==> config.mk <==
export PLATFORM = sky130hd
export DESIGN_NAME = grng_trunc_scheduler
export DESIGN_NICKNAME = d
export VERILOG_FILES = /design/src/rtl/grng_pkg.sv /design/src/rtl/grng_trunc_scheduler_rr_arbiter.sv /design/src/rtl/grng_trunc_scheduler.sv
export SDC_FILE = /design/constraint.sdc
export NUM_CORES = 1
export LEC_CHECK = 0
export ABC_CLOCK_PERIOD_IN_PS = 7000
export CAP_MARGIN = 20
export CORE_AREA = 2 2 92 94
export DETAILED_ROUTE_END_ITERATION = 12
export DIE_AREA = 0 0 94 96
export GPL_TIMING_DRIVEN = 0
export MAX_ROUTING_LAYER = met4
export PLACE_DENSITY = 0.8
export SLEW_MARGIN = 20
export SYNTH_ARGS = -nofsm -noshare
export SYNTH_HDL_FRONTEND = slang
export SYNTH_SLANG_ARGS = --single-unit
==> constraint.sdc <==
create_clock -name clk -period 7 [get_ports clk]
set_input_delay 0.7 -clock clk [delete_from_list [all_inputs] [get_ports clk]]
set_output_delay 0.7 -clock clk [all_outputs]
set_load 0.01 [all_outputs]
==> src/rtl/grng_pkg.sv <==
`default_nettype none
// ============================================================================
//  grng_pkg
//  Shared Q-format constants, scheduler state encoding and counter width.
//  Revision: 1.0
// ============================================================================
package grng_pkg;

    localparam int INT_BITS = 4;                   // sign + 3 integer bits
    localparam int IN_FRAC  = 28;
    localparam int OUT_FRAC = 14;
    localparam int DROP     = IN_FRAC - OUT_FRAC;
    localparam int CNT_W    = 16;

    typedef enum logic [1:0] {
        IDLE  = 2'd0,
        RUN   = 2'd1,
        DRAIN = 2'd2
    } state_t;

endpackage
`default_nettype wire

==> src/rtl/grng_trunc_scheduler_rr_arbiter.sv <==
`default_nettype none
// ============================================================================
//  rr_arbiter
//  Round-robin one-hot arbiter; pointer moves past the winner on each grant.
//  Revision: 1.0
// ============================================================================
module rr_arbiter #(
    parameter int LANES = 4
) (
    input  logic                       clk,
    input  logic                       rst,
    input  logic [LANES-1:0]           req,
    output logic [LANES-1:0]           gnt,
    output logic [$clog2(LANES)-1:0]   gnt_idx,
    output logic                       gnt_any
);

    localparam int c_PTR_W = $clog2(LANES);

    logic [c_PTR_W-1:0] r_ptr;
    int                 w_pos;

    // Search starts at the pointer and wraps; first requester wins.
    always_comb begin
        gnt     = '0;
        gnt_idx = '0;
        gnt_any = 1'b0;
        w_pos   = 0;
        for (int i = 0; i < LANES; i++) begin
            w_pos = int'(r_ptr) + i;
            if (w_pos >= LANES) begin
                w_pos = w_pos - LANES;
            end
            if (!gnt_any && req[w_pos]) begin
                gnt_any     = 1'b1;
                gnt[w_pos]  = 1'b1;
                gnt_idx     = c_PTR_W'(w_pos);
            end
        end
    end

    always_ff @(posedge clk or posedge rst) begin
        if (rst) begin
            r_ptr <= '0;
        end else if (gnt_any) begin
            if (gnt_idx == c_PTR_W'(LANES - 1)) begin
                r_ptr <= '0;
            end else begin
                r_ptr <= gnt_idx + 1'b1;
            end
        end
    end

endmodule
`default_nettype wire

==> src/rtl/grng_trunc_scheduler.sv <==
`default_nettype none
// ============================================================================
//  grng_trunc_scheduler
//  Shares one Q3.28 -> Q3.14 truncation/output register among GRNG lanes.
//  Revision: 1.0
// ============================================================================
module grng_trunc_scheduler
    import grng_pkg::*;
#(
    parameter int LANES = 4,
    parameter int IN_W  = INT_BITS + IN_FRAC,
    parameter int OUT_W = INT_BITS + OUT_FRAC
) (
    input  logic                       clk,
    input  logic                       rst,
    input  logic                       enable,
    input  logic [LANES-1:0]           lane_mask,
    input  logic [LANES*IN_W-1:0]      lane_data,
    input  logic [LANES-1:0]           lane_valid,
    output logic [LANES-1:0]           lane_ready,
    output logic [OUT_W-1:0]           out_data,
    output logic [$clog2(LANES)-1:0]   out_lane,
    output logic                       out_valid,
    input  logic                       out_ready,
    output logic                       idle,
    output logic [CNT_W-1:0]           sample_count
);

    localparam int c_DROP  = IN_W - OUT_W;
    localparam int c_PTR_W = $clog2(LANES);

    state_t               r_state;
    state_t               w_state_nxt;
    logic                 w_can_accept;
    logic                 w_grant_ok;
    logic [LANES-1:0]     w_req;
    logic [LANES-1:0]     w_gnt;
    logic [c_PTR_W-1:0]   w_gnt_idx;
    logic                 w_gnt_any;
    logic [OUT_W-1:0]     w_samp [LANES];
    logic [LANES-1:0]     w_unused_drop;

    assign w_can_accept = !out_valid || out_ready;
    assign w_grant_ok   = (r_state == RUN) && enable && w_can_accept;
    assign w_req        = lane_valid & lane_mask & {LANES{w_grant_ok}};
    assign lane_ready   = w_gnt;
    assign idle         = (r_state == IDLE) && !out_valid;

    // Truncation is a plain slice: floor toward -inf, integer part kept.
    for (genvar g = 0; g < LANES; g++) begin : g_lane
        assign w_samp[g]        = lane_data[g*IN_W + c_DROP +: OUT_W];
        assign w_unused_drop[g] = ^lane_data[g*IN_W +: c_DROP];
    end

    rr_arbiter #(
        .LANES   (LANES)
    ) u_arb (
        .clk     (clk),
        .rst     (rst),
        .req     (w_req),
        .gnt     (w_gnt),
        .gnt_idx (w_gnt_idx),
        .gnt_any (w_gnt_any)
    );

    always_ff @(posedge clk or posedge rst) begin
        if (rst) begin
            r_state <= IDLE;
        end else begin
            r_state <= w_state_nxt;
        end
    end

    always_comb begin
        w_state_nxt = r_state;
        case (r_state)
            IDLE:    if (enable) w_state_nxt = RUN;
            RUN:     if (!enable) w_state_nxt = DRAIN;
            DRAIN: begin
                if (enable) begin
                    w_state_nxt = RUN;
                end else if (!out_valid || out_ready) begin
                    w_state_nxt = IDLE;
                end
            end
            default: w_state_nxt = IDLE;
        endcase
    end

    // A grant reloads the register even in the cycle it hands off.
    always_ff @(posedge clk or posedge rst) begin
        if (rst) begin
            out_valid    <= 1'b0;
            out_data     <= '0;
            out_lane     <= '0;
            sample_count <= '0;
        end else begin
            if (out_valid && out_ready) begin
                sample_count <= sample_count + 1'b1;
            end
            if (w_gnt_any) begin
                out_valid <= 1'b1;
                out_data  <= w_samp[w_gnt_idx];
                out_lane  <= w_gnt_idx;
            end else if (out_ready) begin
                out_valid <= 1'b0;
            end
        end
    end

endmodule
`default_nettype wire

==> results.py <==
metrics = {
    "route": {
        "wl_per_cell_um": 15.85,
        "wl_um": 8430,
        "ant_nets": 0,
        "drt-initial-drc-count": 71,
        "drcViolationCount": 0,
        "dr.pass1.iters": 4,
        "vias": 2731,
        "drt-vias-per-instance": 5.133,
    },
    "global_routing": {
        "grt_first_pass_wirelength_um": 12930,
        "antenna_found_initial": 0,
        "overflow": 0,
        "grt_usage_pct": 18.95,
        "grt_max_degree": 31,
        "grt_pass1_vias": 2767,
    },
    "yosys": {
        "synth_cells": 293,
        "syn-num-nets": 442,
        "yosysSeqAreaShare_pct": 35.12,
        "yosysWarnings": 0,
        "synth_area_sq_um": 2922,
        "synth_area_leaders": "dfrtp_1 (35%), mux2_4 (9.3%), a211oi_2 (7.7%)",
        "netlist.area_leader.share_pct": 35.12,
        "synth_flop_cell": "dfrtp_1",
        "synth-edff-count": 0,
        "synth_seq_cells": 41,
        "postSynthAreaPerCell_sq_um": 9.971,
        "ys_top_cells_by_count": "dfrtp_1 (41), nor3_1 (39), nor2_1 (30)",
        "synth_largest_area_cell": "dfrtp_1",
        "synth.distinct_cells": 41,
        "async_flop_share_pct": 100.0,
        "yosysMostFrequentCell": "dfrtp_1",
    },
    "setup_path": {
        "worstSetupStartpointType": "register",
        "critical_path.endpoint": "lane_ready[3]",
        "crit_type": "reg2out",
        "crit_required_ns": 6.30,
        "r2r_setup_slack_ns": 3.72,
        "endpoint_kind": "output pin",
        "worstPathArrival_ns": 3.42,
        "worst_r2r_startpoint": "u_arb.r_ptr[1]$_DFFE_PP0P_",
        "path_max_fanout": 8,
        "startpoint": "u_arb.r_ptr[1]$_DFFE_PP0P_",
        "r2r_end": "out_data[12]$_DFFE_PP0P_",
        "ff2ff_path_depth": 11,
    },
    "placed_design": {
        "dp.cells": 524,
        "placed_cell_area_sq_um": 4324,
        "hpwlAfterDp_um": 6711,
        "io_buffers": 125,
        "gp_congestion": 0.8293,
    },
    "timing": {
        "drv_slew": 0,
        "slew-limit-headroom_pct": 37.50,
        "fin_setup_tns_ns": 0,
        "finalSetupViolations": 0,
        "worst_pin_slew_ns": 0.9332,
        "hold_viol": 0,
        "rsz0062_at_grt": "no",
        "whs_ns": 0.4953,
        "max_freq_mhz": 242.8,
        "finalClockSkew_ns": 0.004226,
        "post-route-min-period_ns": 4.119,
        "fin_crit_sh_pct": 58.84,
    },
    "cts": {
        "holdBufCountCts": 0,
        "clockBufferDepth": 2,
        "cts-htree-levels": 2,
        "cts_tree": "done",
        "clock_latency_ns": 0.29,
        "cts_setup_buffers": 0,
        "clock_sinks": 41,
        "cts_buffers": 5,
        "cts_resized": 0,
        "cts-root-buf": "clkbuf_8",
        "path_clk_slew_ns": 0.08,
    },
    "layout": {
        "antennaDiodeCount": 0,
        "synthToLayoutAreaGrowth_pct": 51.95,
        "layout.cells.non_filler": 532,
        "stdcell_area_sq_um": 4439,
        "drive_gt1_share_pct": 14.52,
        "nets": 575,
    },
    "pwr": {
        "peakVddDrop_v": 0.0001110,
        "powerDensity_nw_per_um2": 293.1,
        "p_leak_uw": 0.001800,
    },
    "floorplanning": {
        "die_w_um": 94,
        "row_count": 33,
        "io-pin-count": 182,
        "die_area_sq_um": 9024,
        "core_area_sq_um": 8051,
        "chipHeight_um": 96,
        "start_util_pct": 36.29,
    },
    "run_status": {
        "status": "complete, no violations",
    },
    "hold_path": {
        "worst_hold_path_type": "reg2reg",
    },
    "flow_run": {
        "max_cap_violations": 0,
    },
}
## critical path, cell delays in order, from the launching register on
cell,delay (ns)
dfrtp_1,0.43
clkbuf_1,0.30
inv_1,0.17
ha_1,0.30
clkbuf_1,0.26
mux4_2,0.38
nor2_1,0.32
a21oi_1,0.16
a221o_1,0.33
clkdlybuf4s50_1,0.48
## per-layer routing
layer / global-route usage, % / share of wire, % / up-vias
li1: - / - / 1336
met1: 22.48 / 42 / 1314
met2: 34.35 / 53 / 77
met3: 2.819 / 4.1 / 4
met4: 3.865 / 0.88 / 0
met5: - / 0 / -
## metrics by stage
stage,utilization [%],setup WS (ns),power [uW]
final,55.14,2.881,1301
after global routing,55.14,2.678,1384
after CTS,55.14,2.898,1314
after detailed placement,53.71,3.008,1118
after global placement,53.46,3.064,1093
after floorplan,-,4.003,812.8
## worst min path at each step
stage,startpoint,end,slack [ns],cells past startpoint
detailed placement,sample_count[14]$_DFFE_PP0P_,sample_count[14]$_DFFE_PP0P_,0.48,1
global route,sample_count[6]$_DFFE_PP0P_,sample_count[6]$_DFFE_PP0P_,0.52,1
finish,sample_count[14]$_DFFE_PP0P_,sample_count[14]$_DFFE_PP0P_,0.50,1
floorplan,r_state[1]$_DFFE_PP0P_,r_state[0]$_DFFE_PP0P_,0.47,1
global placement,sample_count[15]$_DFFE_PP0P_,sample_count[15]$_DFFE_PP0P_,0.46,1
CTS,sample_count[14]$_DFFE_PP0P_,sample_count[14]$_DFFE_PP0P_,0.50,1
## flip-flops by register name (all words and copies together) (netlist names)
| register | count |
|---|---|
| out_data | 18 |
| sample_count | 16 |
| out_lane | 2 |
| r_state | 2 |
| u_arb.r_ptr | 2 |
| out_valid | 1 |
## placed cells by master (no fill, tap or decap), types with 10 or more instances in the layout
cell type and n:
nor3_1 39, nand2_1 18, mux2_4 18, xnor2_1 12, mux2i_1 18, a211oi_2 18, clkdlybuf4s50_1 125, nor2_1 30
dfrtp_1 41, a21oi_1 10
## where the power goes
part | internal (uW) | switching, uW
Sequential | 313 | 60.9
Combinational | 392 | 342
Clock | 107 | 85.7
Total | 812 | 489
## kinds of logic after synthesis
logic type                 count (synthesis)  share of synthesized area [%]
xor gates and xnor gates                  15                          4.497
adders and majority gates                  9                          3.854
and+or+nand+nor                          114                          18.50
DFF                                       41                          35.12
muxes                                     38                          16.57
buffers and inverters                     23                          4.240
AOI/OAI and AO/OA                         53                          17.22
## final cells by class
type	count	area, sq um
Clock buffer	5	68.82
Tap cell	105	131.4
Multi-Input combinational cell	229	1772
Fill cell	733	3612
Timing Repair Buffer	126	1271
Inverter	5	18.77
Buffer	18	105.1
Clock inverter	3	46.29
Sequential cell	41	1026
No activity file was read; power rests on OpenSTA's default activity.
==> patch, RTL diff (config.mk and constraints unchanged) <==
The package constant `OUT_FRAC` goes from 14 to 7.
--- a/src/rtl/grng_pkg.sv
+++ b/src/rtl/grng_pkg.sv
@@ -8,7 +8,7 @@
 
     localparam int INT_BITS = 4;                   // sign + 3 integer bits
     localparam int IN_FRAC  = 28;
-    localparam int OUT_FRAC = 14;
+    localparam int OUT_FRAC = 7;
     localparam int DROP     = IN_FRAC - OUT_FRAC;
     localparam int CNT_W    = 16;
 
Interface: changed (resized out_data); port bits go from 182 to 175. The function was not compared with the original's and may differ.
==> patch against the original RTL <==
Worst setup slack improved by 130 ps. Clock power down 5%. Area after synthesis down 23%. Sequential power down 20%. Sequential cell count decreased by 7. Design area fell by 24%. Power down 27%. Wire length is 29% lower. Final cell count decreased by 21%.
==> patch: results (changes against the original RTL) <==
Synth
  • Mux cell area share after synthesis: 13.7% (-2.9 points)
  • Post-Syn Area per Cell: 10.3 sq um (+2.9%)
  • Synth Area in Adders: 5.03% (+1.2 points)
  • XOR/XNOR Fraction of Synth Area: 5.87% (+1.4 points)
  • Compound-Gate Fraction of Synth Area: 12.9% (-4.3 points)
  • Post-synthesis sequential area ratio: 38.0% (+2.9 points)
  • Top cells by area, synth: dfrtp_1, mux2i_1, ha_1
  • Post-synth top cells: dfrtp_1, mux2i_1, nor2_1
  • Syn_nets: 367 (-17%)

Pwr
  • Combinational power share: 49.0% (-7.4 points)
  • Net Sw Frac: 35.4% (-2.1 points)
  • Max IR drop VDD: 0.000115 V (+3.5%)

Critical path
  • FF-to-FF Start: u_arb.r_ptr[0]$_DFFE_PP0P_
  • CP max-delay cell: nor4_1
  • Max incr delay on CP: 530 ps (+50 ps)
  • R2R depth: 10 (-1)
  • Reg2reg end: out_data[7]$_DFFE_PP0P_
  • Crit path arrival time: 3290 ps (-130 ps)
  • CP startpoint: lane_valid[1]

Worst hold path
  • Hold Path Stages: 2 (+1)
  • WHS Endpoint: out_lane[0]$_DFFE_PP0P_

Detailed routing
  • DR vias/cell: 4.90 (-4.6%)
  • First DRT Iteration DRCs: 59 (-17%)
  • Vias: 2056 (-25%)

Cells and area
  • Biggest regs: sample_count x16, out_data x11
  • Fin nets: 464 (-19%)

Global route
  • First-pass GRT wire length: 9.72 mm (-25%)
  • GRT Total Usage: 14.0% (-4.9 points)

Outcome
  • Status: complete, no violations

Place
  • Dpl cells: 413 (-21%)
  • Port-buffer cells: 90 (-28%)

Timing
  • Fin Clk Skew: 2.58 ps (-1.64 ps)
==> patch: cell types whose count changed in the layout (fill, tap and decap cells not counted), sizes merged, moves of 9 or more <==
cell / before / now
mux2: 19 / 1
nor4: 0 / 11
nor2: 30 / 15
nor3: 39 / 7
a211oi: 19 / 0
clkdlybuf4s50: 125 / 90
a21oi: 10 / 1
a22oi: 0 / 9
==> patch: area by class of cell <==
| type | count | area (sq um) |
|---|---|---|
| buffer | 13 | 86.3 |
| inverter | 4 | 15.0 |
| timing repair buffer | 90 | 901 |
| clock inverter | 1 | 30.0 |
| tap | 105 | 131 |
| fill | 785 | 4670 |
| multi-input combinational | 167 | 1280 |
| sequential | 34 | 851 |
| clock buffer | 6 | 82.6 |
==> patch: worst max-delay path: cells and delay by family <==
| kind | cells | cell delay, ps |
|---|---|---|
| mux | 1 | 470 |
| buf+inv | 3 | 1110 |
| compound gates | 1 | 190 |
| simple gates | 3 | 830 |
==> patch: metal layers <==
metal / track usage [%] / part of all wire, % / up-vias
li1: - / - / 1003
met1: 17.8 / 46 / 971
met2: 22.9 / 47 / 78
met3: 3.21 / 6.5 / 4
met4: 3.14 / 0.47 / 0
met5: - / 0 / -
==> patch: how the worst max path moves through the flow <==
stage                     slack, ps             to  cells past startpoint
after CTS                      3040  lane_ready[1]                      8
after detailed placement       3040  lane_ready[1]                      8
after global placement         3080  lane_ready[1]                      8
final                          3010  lane_ready[1]                      8
after global routing           2890  lane_ready[3]                      8
after floorplan                4210  lane_ready[0]                      6
==> patch: cell families after synthesis <==
kind of cell               after synthesis
and+or+nand+nor                         83
DFF                                     34
AOI/OAI and AO/OA                       32
muxes                                   28
buffers and inverters                   17
xor gates and xnor gates                15
adders and majority gates                9
